### src/rtl/gcd_controller.sv
// Control FSM for the subtract-based 4-bit GCD datapath: start/busy/done handshake and iteration count.
// Optional runaway-loop timeout (ERR state) enabled by defining GCD_TIMEOUT_EN.
module gcd_controller #(
  parameter int unsigned MAX_ITER = 16,
  parameter int unsigned CNT_W    = 5
) (
  input  logic             clk,
  input  logic             reset,
  input  logic             start,
  input  logic             x_neq_y,
  input  logic             x_lt_y,
  output logic             x_sel,
  output logic             y_sel,
  output logic             x_ld,
  output logic             y_ld,
  output logic             d_ld,
  output logic             busy,
  output logic             done,
  output logic             err,
  output logic [CNT_W-1:0] iter_count
);

  typedef enum logic [2:0] {
    S_IDLE  = 3'd0,
    S_LOAD  = 3'd1,
    S_CHECK = 3'd2,
    S_SUBX  = 3'd3,
    S_SUBY  = 3'd4,
    S_STORE = 3'd5,
`ifdef GCD_TIMEOUT_EN
    S_DONE  = 3'd6,
    S_ERR   = 3'd7
`else
    S_DONE  = 3'd6
`endif
  } state_t;

  // The counter must be able to reach MAX_ITER for the timeout compare to fire.
  if (MAX_ITER > (2 ** CNT_W) - 1) begin : g_cfg_check
    $error("gcd_controller: CNT_W too narrow to hold MAX_ITER");
  end

  state_t           r_state;
  state_t           w_next;
  logic [CNT_W-1:0] r_iter;
  logic             w_sat;
  logic             w_step;

  assign w_sat      = &r_iter;
  assign w_step     = (r_state == S_SUBX) || (r_state == S_SUBY);
  assign iter_count = r_iter;

`ifdef GCD_TIMEOUT_EN
  logic w_at_max;
  assign w_at_max = (r_iter == CNT_W'(MAX_ITER));
`endif

  always_ff @(posedge clk or posedge reset) begin
    if (reset) begin
      r_state <= S_IDLE;
      r_iter  <= '0;
    end else begin
      r_state <= w_next;
      if ((r_state == S_IDLE) && start) begin
        r_iter <= '0;
      end else if (w_step && !w_sat) begin
        r_iter <= r_iter + 1'b1;
      end
    end
  end

  // Moore decode: strobes depend on r_state only; flags steer w_next alone.
  always_comb begin
    w_next = S_IDLE;
    x_sel  = 1'b0;
    y_sel  = 1'b0;
    x_ld   = 1'b0;
    y_ld   = 1'b0;
    d_ld   = 1'b0;
    busy   = 1'b0;
    done   = 1'b0;
    err    = 1'b0;
    case (r_state)
      S_IDLE: begin
        w_next = start ? S_LOAD : S_IDLE;
      end
      S_LOAD: begin
        x_ld   = 1'b1;
        y_ld   = 1'b1;
        busy   = 1'b1;
        w_next = S_CHECK;
      end
      S_CHECK: begin
        busy = 1'b1;
        if (!x_neq_y) begin
          w_next = S_STORE;
`ifdef GCD_TIMEOUT_EN
        end else if (w_at_max) begin
          w_next = S_ERR;
`endif
        end else if (x_lt_y) begin
          w_next = S_SUBY;
        end else begin
          w_next = S_SUBX;
        end
      end
      S_SUBX: begin
        x_sel  = 1'b1;
        x_ld   = 1'b1;
        busy   = 1'b1;
        w_next = S_CHECK;
      end
      S_SUBY: begin
        y_sel  = 1'b1;
        y_ld   = 1'b1;
        busy   = 1'b1;
        w_next = S_CHECK;
      end
      S_STORE: begin
        d_ld   = 1'b1;
        busy   = 1'b1;
        w_next = S_DONE;
      end
      S_DONE: begin
        done   = 1'b1;
        busy   = 1'b1;
        w_next = S_IDLE;
      end
`ifdef GCD_TIMEOUT_EN
      S_ERR: begin
        done   = 1'b1;
        err    = 1'b1;
        busy   = 1'b1;
        w_next = S_IDLE;
      end
`endif
      default: begin
        w_next = S_IDLE;
      end
    endcase
  end

endmodule

### config.mk
export PLATFORM = sky130hd
export DESIGN_NAME = gcd_controller
export DESIGN_NICKNAME = d
export VERILOG_FILES = /design/src/rtl/gcd_controller.sv
export SDC_FILE = /design/constraint.sdc
export NUM_CORES = 1
export LEC_CHECK = 0
export BUFFER_PORTS_ARGS = -buffer_cell sky130_fd_sc_hd__buf_4
export CAP_MARGIN = 20
export CORE_MARGIN = 4
export CORE_UTILIZATION = 40
export DETAILED_ROUTE_END_ITERATION = 6
export MAX_ROUTING_LAYER = met4
export PLACE_DENSITY = 0.66
export SETUP_SLACK_MARGIN = 0.02
export SYNTH_ARGS = -nofsm -noshare
export SYNTH_HDL_FRONTEND = slang
export SYNTH_SLANG_ARGS = --single-unit
export TNS_END_PERCENT = 30
### constraint.sdc
create_clock -name clk -period 4.2 [get_ports clk]
set_clock_uncertainty 0.05 [all_clocks]
set_input_delay 1.05 -clock clk [delete_from_list [all_inputs] [get_ports clk]]
set_output_delay 1.05 -clock clk [all_outputs]
set_load 0.02 [all_outputs]
Word-level counts from Yosys, hierarchy flattened
Index checks and enable logic that the tools add are counted.

Add/sub/neg operators: 1. Equality and inequality tests: 6. Mux-type cells: 13. Reductions and logical operators: 11.

Operators by type and width (number): $pmux W3 S4 (1); $mux W5 (2); $eq A3 B3 Y1 const B (3); $mux W1 (8); $eq A3 B2 Y1 const B (2); $mux W3 (2); $reduce_or A6 Y1 (1); $add A5 B1 Y5 const B (1); $reduce_and A5 Y1 (1); $reduce_or A2 Y1 (2); $eq A3 B1 Y1 const B (1); $logic_not A3 Y1 (1); $reduce_or A3 Y1 (1); $logic_and A1 B1 Y1 (2); $reduce_bool A2 Y1 (1); $logic_not A1 Y1 (1); $logic_or A1 B1 Y1 (1).

Register bits: 8. Input port bits: 5. Output and inout port bits: 13. Word-level logic and storage cells: 33.

Longest topological paths before layout
Gate-level depths: netlist of run 1.

Depth in word-level cells: 5. Gate-level depth with buffers: 7. Depth with buffers taken out: 6.

Worst setup path before layout of run 1
OpenSTA, ideal clock, no wires.

Path type: reg2out. From: reg r_state[0]. To: out x_sel. Arrival time: 1.313 ns. Data required time: 3.100 ns. Setup slack: 1.787 ns. Stages on the path, launching flop included: 4. Buffers on the path: 1. Cell sequence: dfrtp_1 -> clkbuf_1 -> nor2b_1 -> and2_1.

Longest elaborated chain between the ends: 2.

Ends and longest elaborated chain: from (decl) (line 43) `state_t r_state;`; from (signal assigned) (line 63) `r_state <= w_next;`; $eq A3 B2 Y1 (line 83) `case (r_state)`; $mux W1 (line 83); to (decl) (line 12) `output logic x_sel,`.

Every way passes these cells.

Final worst setup path of run 1
Same ends and word-level chain as after synthesis.

==> results of run 1 <==
[Yosys cell counts (2+ instances only)]
library cell | n | area, sq um
nand2_1 | 4 | 15.0
ha_1 | 2 | 25.0
nor2_1 | 4 | 15.0
nand3_1 | 4 | 20.0
clkbuf_1 | 4 | 15.0
mux2i_1 | 2 | 20.0
dfrtp_1 | 8 | 200
a21bo_1 | 2 | 20.0
and3_1 | 2 | 12.5
a21oi_1 | 4 | 20.0
inv_1 | 2 | 7.51
[power by group through the flow]
| stage | combinational [mW] | sequential [mW] | clock, mW |
|---|---|---|---|
| final | 0.226 | 0.161 | 0.0569 |
| after CTS | 0.229 | 0.161 | 0.0594 |
| after global routing | 0.247 | 0.170 | 0.0654 |
| after global placement | 0.227 | 0.162 | 0 |
| after detailed placement | 0.229 | 0.162 | 0 |
| after floorplan | 0.167 | 0.144 | 0 |
[per-stage QoR]
stage / hold slack [ns] / instances
finish: 0.474 / 85
global route: 0.498 / 85
global placement: 0.450 / 82
CTS: 0.476 / 85
floorplan: 0.551 / 58
detailed placement: 0.468 / 82
[sequential cells by signal (all words and copies together), names as in the netlist]
| signal | count |
|---|---|
| iter_count | 5 |
| r_state | 3 |
[worst paths after layout]
kind / start / endpoint / slack [ns] / cells after the start
max: r_state[0]$_DFF_PP0_ / x_sel / 1.83 / 3
min: iter_count[3]$_DFFE_PP0P_ / iter_count[3]$_DFFE_PP0P_ / 0.47 / 1
max reg2reg: iter_count[0]$_DFFE_PP0P_ / iter_count[3]$_DFFE_PP0P_ / 2.03 / 6
min reg2reg: iter_count[3]$_DFFE_PP0P_ / iter_count[3]$_DFFE_PP0P_ / 0.47 / 1
max in group asynchronous: reset / iter_count[4]$_DFFE_PP0P_ / 3.17 / 2
min in group asynchronous: reset / iter_count[1]$_DFFE_PP0P_ / 0.69 / 2
[cell usage in the layout, fill, tap and decap left out, drive strengths merged, types with 2 or more instances in the layout]
master  netlist  routed
buf           2      16
a21bo         2       2
nand2         4       4
clkbuf        4       3
mux2i         2       2
dfrtp         8       8
inv           2       2
a21oi         5       5
nand3         4       4
nor2          4       4
or4b          2       2
ha            2       2
and3          2       2
[final cells by class]
class	instances	area (sq um)
flip-flops and latches	8	200
fillers	111	513
clock buffers	3	22.5
multi-input cells	42	290
inverters	2	7.51
repair buffers	16	120
well taps	14	17.5
[per-layer routing]
layer  wire length (um)  share of wire, %  vias to the layer above
met1                492                49                      190
li1                   -                 -                      230
met5                  0                 0                        -
met2                429                42                       12
met3                 66               6.5                        2
met4                 22               2.2                        0
[logic make-up (layout without fill, tap and decap cells)]
| family | after synthesis | after routing |
|---|---|---|
| XOR/XNOR | 1 | 1 |
| adder cells (fa/ha/maj) | 2 | 2 |
| AO/OA/AOI/OAI | 13 | 13 |
| AND/OR/NAND/NOR | 23 | 23 |
| other | 1 | 1 |
| multiplexers | 2 | 2 |
| flip-flops | 8 | 8 |
| buffers and inverters | 8 | 21 |
==> qor.yml, run 1 <==
outcome:
  status: "complete, no violations"
placed_design:
  placed_cell_area_sq_um: 636
  place_congestion: 0.726
  port_buffers: 16
  dp_hpwl_um: 765
  pre_cts_ws_ns: 2.02
final_layout:
  final_util_pct: 56.2
  area_growth_pct: 25.2
  diodes: 0
  postLayoutCellArea_sq_um: 658
  fin_nets: 80
  layout-drive-gt1-share_pct: 32.4
worst_setup_path:
  cp_top_family: "flip-flops"
  crit_chain: "nor2b_1 > and2_1 > buf_4"
  startpoint_type: "register"
  worst_setup_path_end_kind: "output pin"
  crit_fanout: 13
  slowest_stage: "dfrtp_1"
  crit_required_ns: 3.10
  arrival_ns: 1.27
  cpPeakStageDelay_ns: 0.54
  crit_type: "reg2out"
  crit_buf_inv: 1
global_route:
  use_met1_pct: 13.9
  grt_pass1_wl_um: 1550
  use_met3_pct: 6.10
  grt_max_degree: 17
  antenna_found_initial: 0
  track_usage_pct: 11.7
  grt_busiest_layer: "met2"
  grt_overflow: 0
  grt_use_met2_pct: 15.1
  grt_pass1_vias: 341
cts:
  cts_tree: "built"
  clock_sink_count: 8
  path_clk_slew_ns: 0.06
  cts_max_path_buffers: 2
  post-cts-setup-buffer-count: 0
  cts_made_buffers: 3
  clock_latency_ns: 0.25
  postCtsHoldBufs: 0
  cts_resized: 0
  htreeDepth: 1
  cts-root-buf: "clkbuf_4"
logic_synthesis:
  yosys-mux-area-fraction_pct: 3.81
  synth_xor_area_share_pct: 1.67
  ys_ff_latch: 8
  synthFlopType: "dfrtp_1"
  syn-cell-area_sq_um: 526
  synth_fp_nets: 65
  synth_cell_types: 31
  ys_async_sr_fraction_pct: 100
  synth-edff-count: 0
  synthSimpleGateAreaFrac_pct: 26.0
  synth_cells: 58
  synth_compound_area_share_pct: 18.3
  yosysWarnings: 0
  ys_seq_area_share_pct: 38.1
  synth_top_family_by_area: "simple AND/OR/NAND/NOR gates"
  synthAdderAreaFrac_pct: 4.76
  postSynthAreaPerCell_sq_um: 9.06
routing:
  dr.pass1.iters: 4
  ant_nets: 0
  via_per_inst: 5.11
  vias: 434
  drt-total-wl_um: 1010
  drc_errors: 0
  wl_per_cell_um: 11.9
  drt_iter0_drc: 6
sta:
  finalMaxSlewViolations: 0
  min_period_over_period_pct: 56.4
  min_period_ns: 2.37
  hold_violations: 0
  grt_setup_unrepaired: "false"
  worstMarginPinSlew_ns: 0.614
  fmax_mhz: 422
  fin_ws_ns: 1.83
  slew_headroom_pct: 58.5
  tns_ns: 0
  finalSetupViolations: 0
power:
  p_int_mw: 0.243
  power_mw: 0.444
  irDropWorstVdd_v: 0.000368
  clockPowerShare_pct: 12.8
  p_switching_mw: 0.201
  p_leak_nw: 0.317
  share_comb_of_total_power_pct: 50.9
  pwr-share-seq_pct: 36.2
  p_per_area_mw_per_mm2: 674
  switching_share_pct: 45.2
run:
  cap_violations: 0
die:
  die_w_um: 44.2
  core_sq_mm: 0.00117
  die_h_um: 44.2
  die_area_sq_mm: 0.00196
  io_pins: 18
  start_util_pct: 44.9
  fp-row-count: 12
min_path:
  hold_class: "reg2reg"
Note: power is estimated with default switching activity, not from simulation.
==> inputs of run 2 (changes only) <==
==> constraint.sdc (replaced) <==
create_clock -name clk -period 2.4 [get_ports clk]
set_clock_uncertainty 0.05 [all_clocks]
set_input_delay 0.6 -clock clk [delete_from_list [all_inputs] [get_ports clk]]
set_output_delay 0.6 -clock clk [all_outputs]
set_load 0.02 [all_outputs]
==> qor.yml, run 2 (synthesis results as in run 1) <==
sta:
  finalMaxSlewViolations: 0  # unchanged
  grt_setup_unrepaired: "false"
  holdWs_ns: 0.240  # -0.234 ns
  min_period_ns: 2.18
  fmax_mhz: 459
  hold_violations: 0  # unchanged
  finalSetupViolations: 0  # unchanged
  tns_ns: 0  # unchanged
  worstMarginPinSlew_ns: 0.501  # -0.113 ns
  min_period_over_period_pct: 90.8
  slew_headroom_pct: 66.2  # +7.6 points
placed_design:
  dp_hpwl_um: 755  # -1.3%
  place_congestion: 0.750  # +3.3%
  placed_cell_area_sq_um: 636  # unchanged
  port_buffers: 16  # unchanged
die:
  core_sq_mm: 0.00117  # unchanged
  die_w_um: 44.2  # unchanged
  start_util_pct: 44.9  # unchanged
  die_h_um: 44.2  # unchanged
  die_area_sq_mm: 0.00196  # unchanged
  io_pins: 18  # unchanged
  fp-row-count: 12  # unchanged
routing:
  wl_per_cell_um: 12.3  # +3.3%
  drt_iter0_drc: 4  # -2
  drc_errors: 0  # unchanged
  ant_nets: 0  # unchanged
  drt-total-wl_um: 1040  # +3.3%
  vias: 437  # +0.69%
  dr.pass1.iters: 4  # unchanged
  via_per_inst: 5.14  # +0.69%
power:
  share_comb_of_total_power_pct: 50.9  # about the same
  power_mw: 0.782  # +76%
  p_per_area_mw_per_mm2: 1190  # +76%
  p_switching_mw: 0.356  # +77%
  irDropWorstVdd_v: 0.000696  # +89%
  p_int_mw: 0.426  # +75%
  switching_share_pct: 45.5  # +0.35 points
  clockPowerShare_pct: 12.8  # about the same
  p_leak_nw: 0.317  # unchanged
  pwr-share-seq_pct: 36.3  # about the same
worst_setup_path:
  r2r-start: "iter_count[0]$_DFFE_PP0P_"
  startpoint_type: "register"
  startpoint: "iter_count[0]$_DFFE_PP0P_"
  arrival_ns: 2.31  # +1.04 ns
  crit_type: "reg2reg"
  reg2regPathDepth: 6  # unchanged
  worst_setup_path_end_kind: "register"
  reg2reg_to: "iter_count[3]$_DFFE_PP0P_"
  reg2reg_slack_ns: 0.22  # -1.81 ns
  crit_required_ns: 2.53  # -0.57 ns
  crit_fanout: 8  # -5
  crit_path_end: "iter_count[3]$_DFFE_PP0P_"
cts:
  cts_resized: 0  # unchanged
  htreeDepth: 1  # unchanged
  cts_made_buffers: 3  # unchanged
  cts_max_path_buffers: 2  # unchanged
  cts_tree: "built"
  path_clk_slew_ns: 0.06  # about the same
  clock_sink_count: 8  # unchanged
  cts-root-buf: "clkbuf_4"
  post-cts-setup-buffer-count: 0  # unchanged
  postCtsHoldBufs: 0  # unchanged
  clock_latency_ns: 0.25  # about the same
global_route:
  grt_pass1_wl_um: 1740  # +12%
  use_met1_pct: 16.2  # +2.2 points
  grt_overflow: 0  # unchanged
  track_usage_pct: 12.9  # +1.2 points
  grt_max_degree: 17  # unchanged
  use_met3_pct: 4.88  # -1.2 points
  grt_use_met2_pct: 17.4  # +2.3 points
  grt_busiest_layer: "met2"
  grt_pass1_vias: 370  # +8.5%
  antenna_found_initial: 0  # unchanged
outcome:
  status: "complete, no violations"
final_layout:
  final.fill_count: 109  # -1.8%
  layout-drive-gt1-share_pct: 32.4  # unchanged
  area_growth_pct: 25.2  # unchanged
  fin_nets: 80  # unchanged
  diodes: 0  # unchanged
  seq_area_sq_um: 200  # unchanged
  final_cell_mix: "16 x buf_4, 8 x dfrtp_1"
  mostFrequentLayoutCell: "buf_4"
  multi_input_area_sq_um: 290  # unchanged
  largest_reg_flops: 5  # unchanged
  postLayoutCellArea_sq_um: 658  # unchanged
min_path:
  hold_class: "in2async"
run:
  cap_violations: 0  # unchanged
-- run 2: cell counts in the layout (fill, tap and decap cells not counted) --
No cell type changed its count.
-- run 2: metal layers --
| metal | share of wire (%) | up-vias | wire length, um |
|---|---|---|---|
| li1 | - | 233 | - |
| met1 | 48 | 191 | 505 |
| met2 | 44 | 11 | 462 |
| met3 | 5.5 | 2 | 57 |
| met4 | 1.8 | 0 | 19 |
| met5 | 0 | - | 0 |
-- run 2: worst min-delay path by stage --
| stage | start | end | slack [ns] | cells past startpoint |
|---|---|---|---|---|
| finish | reset | iter_count[2]$_DFFE_PP0P_ | 0.24 | 2 |
| global route | reset | iter_count[2]$_DFFE_PP0P_ | 0.26 | 2 |
| CTS | reset | iter_count[2]$_DFFE_PP0P_ | 0.25 | 2 |
| detailed placement | iter_count[3]$_DFFE_PP0P_ | iter_count[3]$_DFFE_PP0P_ | 0.46 | 1 |
| global placement | iter_count[3]$_DFFE_PP0P_ | iter_count[3]$_DFFE_PP0P_ | 0.44 | 1 |
| floorplan | reset | iter_count[0]$_DFFE_PP0P_ | 0.37 | 1 |
-- run 2: critical path, cell delays in order, from the launching register on --
cell and delay (ns):
dfrtp_1 0.41, ha_1 0.22, and3_1 0.18, ha_1 0.18, or4b_1 0.64, a21oi_2 0.22, mux2i_1 0.20
-- run 2: metrics by stage --
step | util, % | setup WS, ns | instances
6_report | 56.2 | 0.222 | 85
3_3_place_gp | 54.3 | 0.287 | 82
5_1_grt | 56.2 | 0.0835 | 85
3_5_place_dp | 54.3 | 0.211 | 82
4_1_cts | 56.2 | 0.202 | 85
2_1_floorplan | - | 0.301 | 58
-- run 2: power groups by stage --
stage / clock (mW) / combinational (mW) / sequential (mW)
5_1_grt: 0.114 / 0.433 / 0.303
4_1_cts: 0.104 / 0.403 / 0.283
3_3_place_gp: 0 / 0.397 / 0.284
6_report: 0.100 / 0.398 / 0.284
3_5_place_dp: 0 / 0.402 / 0.286
2_1_floorplan: 0 / 0.292 / 0.252
-- run 2: cell type report --
class                   count  area share [%]
multi-input cells          42            44.1
flip-flops and latches      8            30.4
repair buffers             16            18.3
clock buffers               3            3.42
well taps                  14            2.66
inverters                   2            1.14
